===== config.mk =====
export PLATFORM = sky130hd
export DESIGN_NAME = frame_update_scheduler_flat
export DESIGN_NICKNAME = d
export VERILOG_FILES = /design/src/rtl/frame_update_scheduler_if.sv /design/src/rtl/frame_update_scheduler.sv /design/src/flat_wrapper.sv
export SDC_FILE = /design/constraint.sdc
export NUM_CORES = 1
export LEC_CHECK = 0
export ABC_AREA = 1
export BUFFER_PORTS_ARGS = -buffer_cell sky130_fd_sc_hd__buf_4
export CAP_MARGIN = 20
export CORE_AREA = 2 2 68 70
export DETAILED_ROUTE_END_ITERATION = 12
export DIE_AREA = 0 0 70 72
export HOLD_SLACK_MARGIN = 0.02
export MAX_ROUTING_LAYER = met4
export PLACE_DENSITY = 0.77
export SLEW_MARGIN = 15
export SYNTH_ARGS = -nofsm -noshare
export SYNTH_HDL_FRONTEND = slang
export SYNTH_SLANG_ARGS = --single-unit

===== constraint.sdc =====
create_clock -name pixel_clock -period 1.8 [get_ports pixel_clock]
set_input_delay 0.09 -clock pixel_clock [delete_from_list [all_inputs] [get_ports pixel_clock]]
set_output_delay 0.09 -clock pixel_clock [all_outputs]
set_load 0.005 [all_outputs]

===== src/rtl/frame_update_scheduler_if.sv =====
// Start/done handshake between the frame update scheduler and its object engines.
// The scheduler owns upd_start; each engine answers on its own upd_done bit.
interface frame_update_scheduler_if #(
  parameter int NUM_CLIENTS = 4
);
  logic [NUM_CLIENTS-1:0] upd_start;
  logic [NUM_CLIENTS-1:0] upd_done;

  modport master (output upd_start, input upd_done);
  modport slave  (input upd_start, output upd_done);
endinterface


===== src/rtl/frame_update_scheduler.sv =====
// Grants per-frame update slots to object engines, one at a time, starting at each
// Vsync falling edge so game state only changes while the screen is blanked.
module frame_update_scheduler #(
  parameter int NUM_CLIENTS = 4,
  parameter int TIMEOUT     = 1024,
  parameter int FCNT_W      = 16
) (
  input  logic                            pixel_clock,
  input  logic                            rst_n,
  input  logic                            Vsync,
  input  logic                            pause,
  input  logic [3:0]                      frame_div,
  input  logic                            clr_err,
  frame_update_scheduler_if.master        upd,
  output logic                            busy,
  output logic [FCNT_W-1:0]               frame_cnt,
  output logic                            overrun,
  output logic                            timeout_err
);

  localparam int IDX_W = (NUM_CLIENTS > 1) ? $clog2(NUM_CLIENTS) : 1;
  localparam int WC_W  = $clog2(TIMEOUT);

  localparam logic [IDX_W-1:0]  LAST_IDX  = IDX_W'(NUM_CLIENTS - 1);
  localparam logic [IDX_W-1:0]  IDX_ONE   = IDX_W'(1);
  localparam logic [WC_W-1:0]   WAIT_LAST = WC_W'(TIMEOUT - 1);
  localparam logic [WC_W-1:0]   WC_ONE    = WC_W'(1);
  localparam logic [FCNT_W-1:0] FCNT_ONE  = FCNT_W'(1);

  typedef enum logic [1:0] {
    S_IDLE,
    S_ISSUE,
    S_WAIT,
    S_DONE
  } state_e;

  state_e                 state_q,       state_d;
  logic                   vsync_q,       vsync_d;
  logic [3:0]             div_cnt_q,     div_cnt_d;
  logic [IDX_W-1:0]       idx_q,         idx_d;
  logic [WC_W-1:0]        wait_cnt_q,    wait_cnt_d;
  logic [NUM_CLIENTS-1:0] upd_start_q,   upd_start_d;
  logic [FCNT_W-1:0]      frame_cnt_q,   frame_cnt_d;
  logic                   overrun_q,     overrun_d;
  logic                   timeout_err_q, timeout_err_d;

  logic       vs_fall;
  logic [3:0] div_last;
  logic       advance;
  logic       timeout_set;
  logic       overrun_set;

  always_comb begin
    // NOTE: every _d starts from its _q so no path through this block infers a latch.
    state_d       = state_q;
    div_cnt_d     = div_cnt_q;
    idx_d         = idx_q;
    wait_cnt_d    = wait_cnt_q;
    frame_cnt_d   = frame_cnt_q;
    vsync_d       = Vsync;
    advance       = 1'b0;
    timeout_set   = 1'b0;

    vs_fall     = vsync_q & ~Vsync;
    div_last    = (frame_div <= 4'd1) ? 4'd0 : (frame_div - 4'd1);
    // An edge that lands mid-sequence is flagged and otherwise dropped.
    overrun_set = vs_fall && (state_q != S_IDLE);

    case (state_q)
      S_IDLE: begin
        if (vs_fall && !pause) begin
          if (div_cnt_q == div_last) begin
            div_cnt_d = 4'd0;
            idx_d     = '0;
            state_d   = S_ISSUE;
          end else begin
            div_cnt_d = div_cnt_q + 4'd1;
          end
        end
      end

      S_ISSUE: begin
        wait_cnt_d = '0;
        state_d    = S_WAIT;
      end

      S_WAIT: begin
        if (upd.upd_done[idx_q]) begin
          advance = 1'b1;
        end else if (wait_cnt_q == WAIT_LAST) begin
          timeout_set = 1'b1;
          advance     = 1'b1;
        end else begin
          wait_cnt_d = wait_cnt_q + WC_ONE;
        end

        if (advance) begin
          if (idx_q == LAST_IDX) begin
            state_d = S_DONE;
          end else begin
            idx_d   = idx_q + IDX_ONE;
            state_d = S_ISSUE;
          end
        end
      end

      S_DONE: begin
        frame_cnt_d = frame_cnt_q + FCNT_ONE;
        idx_d       = '0;
        state_d     = S_IDLE;
      end

      default: state_d = S_IDLE;
    endcase

    // Start pulse is registered alongside the ISSUE state so it lines up with it exactly.
    upd_start_d   = (state_d == S_ISSUE) ? (NUM_CLIENTS'(1) << idx_d) : '0;
    overrun_d     = overrun_set | (overrun_q & ~clr_err);
    timeout_err_d = timeout_set | (timeout_err_q & ~clr_err);
  end

  always_ff @(posedge pixel_clock or negedge rst_n) begin
    if (!rst_n) begin
      state_q       <= S_IDLE;
      vsync_q       <= 1'b1;
      div_cnt_q     <= 4'd0;
      idx_q         <= '0;
      wait_cnt_q    <= '0;
      upd_start_q   <= '0;
      frame_cnt_q   <= '0;
      overrun_q     <= 1'b0;
      timeout_err_q <= 1'b0;
    end else begin
      // NOTE: non-blocking assignments so every flop samples the same pre-edge values.
      state_q       <= state_d;
      vsync_q       <= vsync_d;
      div_cnt_q     <= div_cnt_d;
      idx_q         <= idx_d;
      wait_cnt_q    <= wait_cnt_d;
      upd_start_q   <= upd_start_d;
      frame_cnt_q   <= frame_cnt_d;
      overrun_q     <= overrun_d;
      timeout_err_q <= timeout_err_d;
    end
  end

  assign upd.upd_start = upd_start_q;
  assign busy          = (state_q != S_IDLE);
  assign frame_cnt     = frame_cnt_q;
  assign overrun       = overrun_q;
  assign timeout_err   = timeout_err_q;

endmodule


===== src/flat_wrapper.sv =====
// flat-port wrapper written by rule: the top's interface ports become plain ports
module frame_update_scheduler_flat 
#(
  parameter int NUM_CLIENTS = 4,
  parameter int TIMEOUT     = 1024,
  parameter int FCNT_W      = 16
)
  (pixel_clock, rst_n, Vsync, pause, frame_div, clr_err, busy, frame_cnt, overrun, timeout_err, upd_upd_start, upd_upd_done);
  frame_update_scheduler_if #(.NUM_CLIENTS(NUM_CLIENTS)) upd_i ();
  input  logic pixel_clock;
  input  logic rst_n;
  input  logic Vsync;
  input  logic pause;
  input  logic [3:0] frame_div;
  input  logic clr_err;
  output logic busy;
  output logic [FCNT_W-1:0] frame_cnt;
  output logic overrun;
  output logic timeout_err;
  output wire logic [$bits(upd_i.upd_start)-1:0] upd_upd_start;
  input wire logic [$bits(upd_i.upd_done)-1:0] upd_upd_done;
  assign upd_upd_start = upd_i.upd_start;
  assign upd_i.upd_done = upd_upd_done;
  frame_update_scheduler #(.NUM_CLIENTS(NUM_CLIENTS), .TIMEOUT(TIMEOUT), .FCNT_W(FCNT_W)) u_core (.pixel_clock(pixel_clock), .rst_n(rst_n), .Vsync(Vsync), .pause(pause), .frame_div(frame_div), .clr_err(clr_err), .upd(upd_i), .busy(busy), .frame_cnt(frame_cnt), .overrun(overrun), .timeout_err(timeout_err));
endmodule

==> run_results.csv, run 1 <==
group,metric,value,unit
run_status,status,"completed",
finish,synthToLayoutAreaGrowth,26.5,%
logic_synthesis,ys_warn_count,0,
logic_synthesis,synthMuxAreaShare,0,%
floorplanning,die-area,0.00504,mm²
logic_synthesis,synth_edf_count,0,
timing,drv_slew,0,
global_routing,track_usage,20.4,%
logic_synthesis,netlist_top_cells_count,"nand2_1, inv_1, dfrtp_1",
placed_design,numPortBuffers,35,
power_and_ir_drop,p_per_area,1030,mW/mm²
global_routing,grt_pass1_vias,1851,
drt,drtIter0Drc,116,
timing,tightest_slew,511,ps
cts,clockRootBuffer,"clkbuf_8",
power_and_ir_drop,finalPower,3.06,mW
logic_synthesis,synth_top_family_by_area,"simple AND/OR/NAND/NOR gates",
flow_run,maxCapViolCount,0,
logic_synthesis,synth-xor-area-share,6.70,%
drt,drc,0,
floorplanning,row_count,24,
power_and_ir_drop,p_leak,1.64,nW
logic_synthesis,dominantRegCellSynth,"dfrtp_1",
drt,ant_nets,0,
placed_design,dp_hpwl,3.34,mm
floorplanning,start_util,55.2,%
logic_synthesis,synth_adder_area_share,4.78,%
power_and_ir_drop,ir_drop,696,µV
timing,maxSlewHeadroom,65.9,%
timing,rsz0062_at_grt,"true",
logic_synthesis,yosys.area_share.simple,31.9,%
finish,layout.nets,362,
logic_synthesis,syn-instance-count,283,
timing,finalCritPeriodShare,93.3,%
global_routing,grt_pass1_wl,7.94,mm
placed_design,dp.cells,377,
timing,tns,0,ps
finish,regArea,0.00103,mm²
cts,clkLatencyLatePin,300,ps
worst_setup_path,cp_data_required_time,2030,ps
worst_setup_path,path_delay_family,"flip-flops",
logic_synthesis,syn-cell-area,0.00235,mm²
finish,nFillCells,355,
placed_design,gp_congestion,0.816,
finish,antenna_cells,0,
floorplanning,core_area,0.00426,mm²
global_routing,grt-ovfl-total,0,
logic_synthesis,ys_seq_area_share,43.6,%
cts,clock_path_buffers,2,
drt,wirelength,4.57,mm
timing,finClkSkew,7.61,ps
cts,cts_max_level,2,
worst_setup_path,crit_path_cell_trace,"buf_4, inv_2, ha_2, inv_1, a21oi_1, a31oi_1, nand2_1, inv_1, nor2_4, nand2_1, nor2_1",
worst_setup_path,max_stage_delay,450,ps
floorplanning,pin_count,36,
logic_synthesis,synth-seq-cells,41,
worst_setup_path,path_buf_inv,4,
finish,multi_input_area,0.00119,mm²
finish,drive_gt1_share,29.0,%
drt,vias,1931,
drt,drt_pass1_iterations,4,
cts,clkTransAtPathRegs,90,ps
worst_setup_path,critPathMaxFanout,4,
hold_path,holdCritPathClass,"in2reg",
cts,clkSinkCount,41,
finish,layout.cells.non_filler,393,
logic_synthesis,synthesis.nets,305,
timing,finalCriticalPeriod,1680,ps
drt,wl_per_cell,11.6,µm
cts,numCtsBuffers,5,
logic_synthesis,synth_most_common_cell,"nand2_1",
worst_setup_path,crit_type,"reg2reg",
logic_synthesis,ys_top_cells_by_area,"dfrtp_1, nand2_1, inv_1",
floorplanning,die_h,72,µm
timing,hold-worst-slack,148,ps
drt,routed_via_density,4.91,
worst_setup_path,crit_path_top_delay_cell,"dfrtp_2",
logic_synthesis,yosysTopAreaCellShare,42.5,%
cts,tritoncts,"done",
logic_synthesis,async_flop_share,100,%
floorplanning,die_x,70,µm
global_routing,grt_max_degree,42,
timing,fmax,0.596,GHz
logic_synthesis,synth_cell_types,31,
logic_synthesis,avgSynthCellArea,8.32,µm²
worst_setup_path,cp.arrival,1910,ps
global_routing,antenna_found_initial,0,
logic_synthesis,yosys.area.top_type,"dfrtp_1",
timing,hold_viol_final,0,
worst_setup_path,end_kind,"register",
worst_setup_path,setup.worst_path.start_class,"register",
logic_synthesis,synth_compound_area_share,4.78,%
timing,setup_viol,0,
stage by stage:
stage / setup WS, ps / instance area (µm²) / utilization, %
after floorplan: 150 / 2350 / -
after global placement: 68.3 / 2730 / 64.1
after detailed placement: 33.5 / 2730 / 64.1
after CTS: 2.55 / 2880 / 67.5
after global routing: -40.5 / 2980 / 69.8
final: 121 / 2980 / 69.8
placed cells by master (no fill, tap or decap), types with 5 or more instances in the layout:
master / n
nor2_4: 6
clkbuf_8: 5
xor2_1: 14
buf_4: 48
inv_1: 43
ha_1: 5
o21ai_0: 6
a21oi_1: 10
nand2_4: 5
nand2_1: 68
nor2_1: 18
nand2_2: 5
nand3_1: 19
nor2_2: 6
dfrtp_1: 39
power by group:
part | switching (mW) | internal, mW | leakage [nW]
combinational | 0.671 | 0.469 | 1.02
clock | 0.339 | 0.415 | 0.0543
sequential | 0.129 | 1.04 | 0.559
total | 1.14 | 1.93 | 1.64
layer usage:
metal | wire length, µm | vias up | GRT usage [%] | share of wire, %
met1 | 2010 | 895 | 24.9 | 44
met5 | 0 | - | - | 0
li1 | - | 999 | - | -
met2 | 2380 | 32 | 35.1 | 52
met4 | 38 | 0 | 5.34 | 0.83
met3 | 144 | 5 | 4.17 | 3.1
registers in the layout, summed over array words and instances, names as in the netlist:
| signal | flops |
|---|---|
| u_core.div_cnt_q | 4 |
| u_core.idx_q | 2 |
| u_core.timeout_err | 1 |
| u_core.upd.upd_start | 4 |
| u_core.frame_cnt | 16 |
| u_core.state_q | 2 |
| u_core.vsync_q | 1 |
| u_core.wait_cnt_q | 10 |
| u_core.overrun | 1 |
path summary, 6_finish.rpt:
check	start	end	slack, ps	cells past startpoint
worst min register to register	u_core.frame_cnt[12]	u_core.frame_cnt[12]	490	1
worst max register to register	u_core.state_q[0]	u_core.upd.upd_start[0]	120	11
max in group asynchronous	rst_n	u_core.state_q[0]	1130	2
worst min-delay path	pause	u_core.state_q[0]	150	4
worst max-delay path	u_core.state_q[0]	u_core.upd.upd_start[0]	120	11
min in group asynchronous	rst_n	u_core.frame_cnt[4]	290	2
area by class of cell:
class	instances	area share (%)
Multi-Input combinational cell	193	40.1
Timing Repair Buffer	51	13.1
Tap cell	52	2.19
Clock inverter	3	1.56
Inverter	48	6.22
Clock buffer	5	2.31
Sequential cell	41	34.6
cell families (layout without fill, tap and decap cells):
group                    count (synthesis)  count (layout)
flip-flops                              41              41
AO/OA/AOI/OAI                           21              21
adder cells (fa/ha/maj)                  9               9
buffers and inverters                   49             107
AND/OR/NAND/NOR                        145             145
XOR/XNOR                                18              18
worst reg2reg max path, delay by kind of cell (launching register included):
family / cells / cell delay [ps]
flops: 1 / 450
compound gates: 2 / 170
buf+inv: 4 / 330
simple gates: 4 / 420
fa+ha+maj: 1 / 240
what timing repair did:
action                                  in CTS  in global routing
endpoints found under the hold margin       43                  0
resized for setup                            0                 17
endpoints found under the setup margin       0                 12
hold buffers                                 3                  0
setup buffers                                0                  5
Power figures use the tool's default switching activity.
==> inputs of run 2 (changes only) <==
--- a/config.mk
+++ b/config.mk
@@ -8,9 +8,9 @@
 export ABC_AREA = 1
 export BUFFER_PORTS_ARGS = -buffer_cell sky130_fd_sc_hd__buf_4
 export CAP_MARGIN = 20
-export CORE_AREA = 2 2 68 70
+export CORE_AREA = 3 3 69 71
 export DETAILED_ROUTE_END_ITERATION = 12
-export DIE_AREA = 0 0 70 72
+export DIE_AREA = 0 0 72 74
 export HOLD_SLACK_MARGIN = 0.02
 export MAX_ROUTING_LAYER = met4
 export PLACE_DENSITY = 0.77
==> run 2 against run 1 <==
Net effect: via count is 0.16% higher; routed wire length is 3.1% higher; sequential power hardly changed; non-clock buffer count is 3 higher; global-route usage is 1.5 points lower; utilization is 0.44 points higher; power is 0.41% higher; worst setup slack worse by 73 ps; clock skew is 2.8 ps higher; combinational power hardly changed; highest routed layer unchanged.
==> run_results.csv, run 2 (synthesized netlist as in run 1, its figures left out) <==
group,metric,value,unit
floorplanning,core_area,0.00429,mm²
cts,clkLatencyLatePin,300,ps
finish,mostFrequentLayoutCells,"nand2_1, buf_4, inv_1, dfrtp_1",
timing,finalCritPeriodShare,97.3,%
global_routing,track_usage,18.9,%
worst_setup_path,setup.worst_path.start_class,"register",
worst_setup_path,critPathMaxFanout,3,
finish,antenna_cells,0,
cts,tritoncts,"done",
finish,final_common_cell,"nand2_1",
worst_setup_path,crit_top_cell,"nor2_4",
floorplanning,pin_count,36,
worst_setup_path,end_kind,"register",
finish,layout.nets,365,
finish,synthToLayoutAreaGrowth,28.2,%
finish,largest_reg_flops,16,
drt,drc,0,
placed_design,place_area,0.00273,mm²
cts,numCtsBuffers,5,
finish,drive_gt1_share,29.9,%
drt,ant_nets,0,
global_routing,grt_pass1_wl,7.62,mm
timing,finClkSkew,10.4,ps
placed_design,dp_hpwl,3.45,mm
global_routing,grt_max_degree,42,
drt,drtIter0Drc,44,
timing,rsz0062_at_grt,"true",
global_routing,grt_pass1_vias,1813,
worst_setup_path,crit_type,"reg2reg",
drt,routed_via_density,4.88,
timing,drv_slew,0,
floorplanning,start_util,54.8,%
timing,hold_viol_final,0,
worst_setup_path,reg2reg_slack,50,ps
global_routing,antenna_found_initial,0,
floorplanning,row_count,24,
cts,cts_max_level,2,
placed_design,gp_congestion,0.816,
finish,fin_area,0.00302,mm²
cts,clkTransAtPathRegs,90,ps
placed_design,numPortBuffers,35,
worst_setup_path,crit_path_top_delay_cell,"dfrtp_1",
floorplanning,die_x,72,µm
power_and_ir_drop,ir_drop,739,µV
timing,hold-worst-slack,155,ps
floorplanning,die-area,0.00533,mm²
run_status,status,"completed",
timing,fmax,0.571,GHz
timing,finalCriticalPeriod,1750,ps
drt,wirelength,4.72,mm
drt,drt_pass1_iterations,4,
drt,vias,1934,
power_and_ir_drop,p_leak,1.67,nW
timing,maxSlewHeadroom,66.4,%
global_routing,grt-ovfl-total,0,
power_and_ir_drop,p_per_area,1020,mW/mm²
cts,clockRootBuffer,"clkbuf_8",
cts,clkSinkCount,41,
flow_run,maxCapViolCount,0,
worst_setup_path,max_stage_delay,370,ps
worst_setup_path,cp.arrival,1940,ps
worst_setup_path,cp_data_required_time,1990,ps
timing,setup_viol,0,
worst_setup_path,crit_path_cell_trace,"ha_2, nand2_2, nor3_4, nand4_4, nor2_4, nand2_4, nor2_4, nand3_2, xor2_1, inv_1",
floorplanning,die_h,74,µm
hold_path,holdCritPathClass,"in2reg",
drt,wl_per_cell,11.9,µm
timing,tightest_slew,505,ps
cts,clock_path_buffers,2,
-- run 2: through the flow --
step	std cells	setup WS [ps]	utilization (%)	total power, mW	setup TNS (ps)
floorplan	283	150	-	1.87	0
global placement	376	99.8	63.5	2.18	0
finish	396	48.0	70.3	3.08	0
detailed placement	376	17.2	63.5	2.21	0
global route	396	-60.9	70.3	3.29	-71.9
CTS	387	11.3	67.1	3.01	0
-- run 2: final timing paths --
check / cells after the start / from / endpoint
min in group asynchronous: 2 / rst_n / u_core.frame_cnt[4]
hold / removal: 4 / pause / u_core.state_q[0]
setup / recovery: 10 / u_core.state_q[0] / u_core.frame_cnt[15]
setup reg to reg: 10 / u_core.state_q[0] / u_core.frame_cnt[15]
max in group asynchronous: 2 / rst_n / u_core.vsync_q
hold reg to reg: 1 / u_core.frame_cnt[10] / u_core.frame_cnt[10]
-- run 2: timing repair --
| item | CTS | global route |
|---|---|---|
| endpoints found under the setup margin | 1 | 13 |
| pin swaps | 0 | 10 |
| hold buffers | 3 | 0 |
| hold endpoints to repair | 43 | 0 |
| buffers inserted | 0 | 9 |
| resized for setup | 1 | 17 |
-- run 2: cell type report --
cell class	count	area, µm²
multi-input cells	193	1210
well taps	52	65.1
inverters	48	185
fillers	327	1280
clock buffers	6	82.6
flip-flops and latches	41	1030
clock inverters	2	37.5
repair buffers	54	413
-- run 2: critical path: cells and delay by family (launching register included) --
family	cells	cell delay [ps]
and+or+nand+nor	7	860
DFF	1	370
adders and majority gates	1	210
xor gates and xnor gates	1	140
buffers and inverters	1	50
-- run 2: per-layer routing --
layer	routed length [µm]	global-route usage [%]	vias up
met5	0	-	-
met4	70	5.85	0
met3	147	4.86	6
met2	2440	32.6	24
met1	2060	21.7	899
li1	-	-	1005
-- run 2: where the power goes --
group | total [mW] | switching, mW | internal (mW)
clock network | 0.786 | 0.335 | 0.451
logic | 1.13 | 0.674 | 0.460
registers | 1.16 | 0.117 | 1.04
==> inputs of run 3 (changes only) <==
--- a/config.mk
+++ b/config.mk
@@ -8,9 +8,9 @@
 export ABC_AREA = 1
 export BUFFER_PORTS_ARGS = -buffer_cell sky130_fd_sc_hd__buf_4
 export CAP_MARGIN = 20
-export CORE_AREA = 3 3 69 71
+export CORE_AREA = 3 3 50 98
 export DETAILED_ROUTE_END_ITERATION = 12
-export DIE_AREA = 0 0 72 74
+export DIE_AREA = 0 0 53 101
 export HOLD_SLACK_MARGIN = 0.02
 export MAX_ROUTING_LAYER = met4
 export PLACE_DENSITY = 0.77
==> run 3 against run 2 <==
Net effect: first-iteration DRC count is 20% lower; worst hold slack better by 53 ps; critical path depth stayed put; clock skew is 1.2 ps lower; the flow now finishes with violations (negative setup slack); largest power group unchanged; highest routed layer unchanged; largest cell class unchanged; sequential cell count stayed put; worst setup slack worse by 120 ps; design area is 1.5% lower.
==> run_results.csv, run 3 (synthesized netlist as in run 1, its figures left out) <==
group,metric,value,unit
drt,drc,0,
timing,drv_slew,0,
worst_setup_path,reg2reg_to,"u_core.frame_cnt[15]",
power_and_ir_drop,pwr-share-seq,40.5,%
power_and_ir_drop,p_clk_share,21.1,%
drt,vias,2047,
power_and_ir_drop,p_sw_share,37.6,%
hold_path,holdCritPathClass,"in2reg",
cts,clkTransAtPathRegs,80,ps
worst_setup_path,cp-startpoint,"u_core.state_q[1]",
global_routing,grt_pass1_vias,1962,
flow_run,maxCapViolCount,0,
worst_setup_path,crit_path_top_delay_cell,"dfrtp_1",
finish,mostFrequentLayoutCells,"nand2_1, buf_4, inv_1, dfrtp_1",
timing,finalCriticalPeriod,1870,ps
worst_setup_path,crit_type,"reg2reg",
finish,drive_gt1_share,28.4,%
worst_setup_path,cp_data_required_time,1980,ps
timing,setup_ws,-67.5,ps
drt,drtIter0Drc,35,
floorplanning,core_area,0.00430,mm²
cts,cts_max_level,2,
timing,hold-worst-slack,208,ps
power_and_ir_drop,power.switching,1.09,mW
power_and_ir_drop,finalPower,2.90,mW
floorplanning,die_x,53,µm
power_and_ir_drop,p_int,1.81,mW
placed_design,dp_hpwl,3.72,mm
worst_setup_path,rr_worst_depth,10,
worst_setup_path,critPathMaxFanout,4,
finish,multi_input_area,0.00118,mm²
floorplanning,start_util,54.8,%
worst_setup_path,crit_path_cell_trace,"ha_4, nand2_4, nor3_4, nand4_2, nor2_4, nand2_2, nor2_4, nand3_2, xor2_1, inv_1",
timing,tns,-106,ps
floorplanning,row_count,34,
finish,final_common_cell,"nand2_1",
drt,wirelength,5.15,mm
timing,maxSlewHeadroom,65.5,%
drt,ant_nets,0,
floorplanning,die_h,101,µm
global_routing,track_usage,20.8,%
cts,clkLatencyLatePin,290,ps
global_routing,grt_pass1_wl,8.07,mm
global_routing,grt-ovfl-total,0,
timing,tightest_slew,517,ps
floorplanning,pin_count,36,
hold_path,holdPathStages,4,
power_and_ir_drop,ir_drop,823,µV
drt,drt_pass1_iterations,4,
timing,rsz0062_at_grt,"true",
placed_design,preCtsSetupSlack,39.7,ps
run_status,violations,"negative setup slack",
placed_design,numPortBuffers,35,
timing,finClkSkew,9.21,ps
global_routing,antenna_found_initial,0,
finish,nFillCells,358,
finish,synthToLayoutAreaGrowth,26.3,%
finish,layout.nets,366,
drt,routed_via_density,5.13,
power_and_ir_drop,combinationalPowerShare,38.5,%
placed_design,dp.cells,381,
timing,finalCritPeriodShare,104,%
finish,antenna_cells,0,
worst_setup_path,max_stage_delay,460,ps
run_status,status,"finished with violations",
worst_setup_path,r2r_start,"u_core.state_q[1]",
worst_setup_path,crit_end,"u_core.frame_cnt[15]",
finish,layout.cells.non_filler,399,
cts,clockRootBuffer,"clkbuf_8",
cts,clock_path_buffers,2,
worst_setup_path,setup.worst_path.start_class,"register",
worst_setup_path,reg2reg_slack,-70,ps
worst_setup_path,crit_top_cell,"nor2_4",
finish,largest_reg_flops,16,
cts,clkSinkCount,41,
drt,wl_per_cell,12.9,µm
timing,hold_viol_final,0,
floorplanning,die-area,0.00535,mm²
finish,regArea,0.00103,mm²
cts,numCtsBuffers,5,
global_routing,grt_max_degree,42,
power_and_ir_drop,p_leak,1.64,nW
worst_setup_path,end_kind,"register",
timing,fmax,0.535,GHz
timing,setup_viol,2,
cts,tritoncts,"done",
placed_design,gp_congestion,0.808,
worst_setup_path,cp.arrival,2050,ps
power_and_ir_drop,p_per_area,974,mW/mm²
## run 3: area by class of cell
type                       count  area share (%)
tap                           54            2.27
timing repair buffer          55            14.1
clock buffer                   8            3.03
sequential                    41            34.6
inverter                      48            6.23
multi-input combinational    193            39.7
## run 3: what timing repair did
item,in CTS,in global routing
setup buffers,0,7
pin swaps,0,5
endpoints found under the hold margin,43,0
hold buffers,3,0
resized for setup,1,12
setup endpoints to repair,1,14
## run 3: power by group through the flow
| stage | Clock, mW | Sequential (mW) | Combinational, mW |
|---|---|---|---|
| after CTS | 0.625 | 1.16 | 1.08 |
| after global routing | 0.669 | 1.19 | 1.26 |
| after global placement | 0 | 1.17 | 1.04 |
| after floorplan | 0 | 1.16 | 0.710 |
| after detailed placement | 0 | 1.18 | 1.06 |
| final | 0.610 | 1.17 | 1.11 |
## run 3: stage by stage
step | cell area, µm² | util (%)
after floorplan | 2350 | -
after global placement | 2750 | 64.0
after detailed placement | 2750 | 64.0
after CTS | 2870 | 66.9
after global routing | 2970 | 69.2
final | 2970 | 69.2
## run 3: per-layer routing
metal	global-route usage [%]	vias up	wire length, µm
met5	-	-	0
met4	12.6	0	169
met3	3.56	15	172
met2	37.8	53	3030
met1	19.0	973	1780
li1	-	1006	-
## run 3: worst min-delay path by stage
stage               start                       to  slack, ps
CTS                 pause        u_core.state_q[0]        210
floorplan           rst_n      u_core.div_cnt_q[0]       -210
global placement    rst_n  u_core.upd.upd_start[0]        100
detailed placement  rst_n  u_core.upd.upd_start[1]        100
finish              pause        u_core.state_q[0]        210
global route        pause        u_core.state_q[0]        220
## run 3: worst max-delay path: cells and delay by family, from the launching register on
family        cells  cell delay [ps]
fa+ha+maj         1              200
buf+inv           1               50
simple gates      7              910
xor+xnor          1              130
flops             1              460
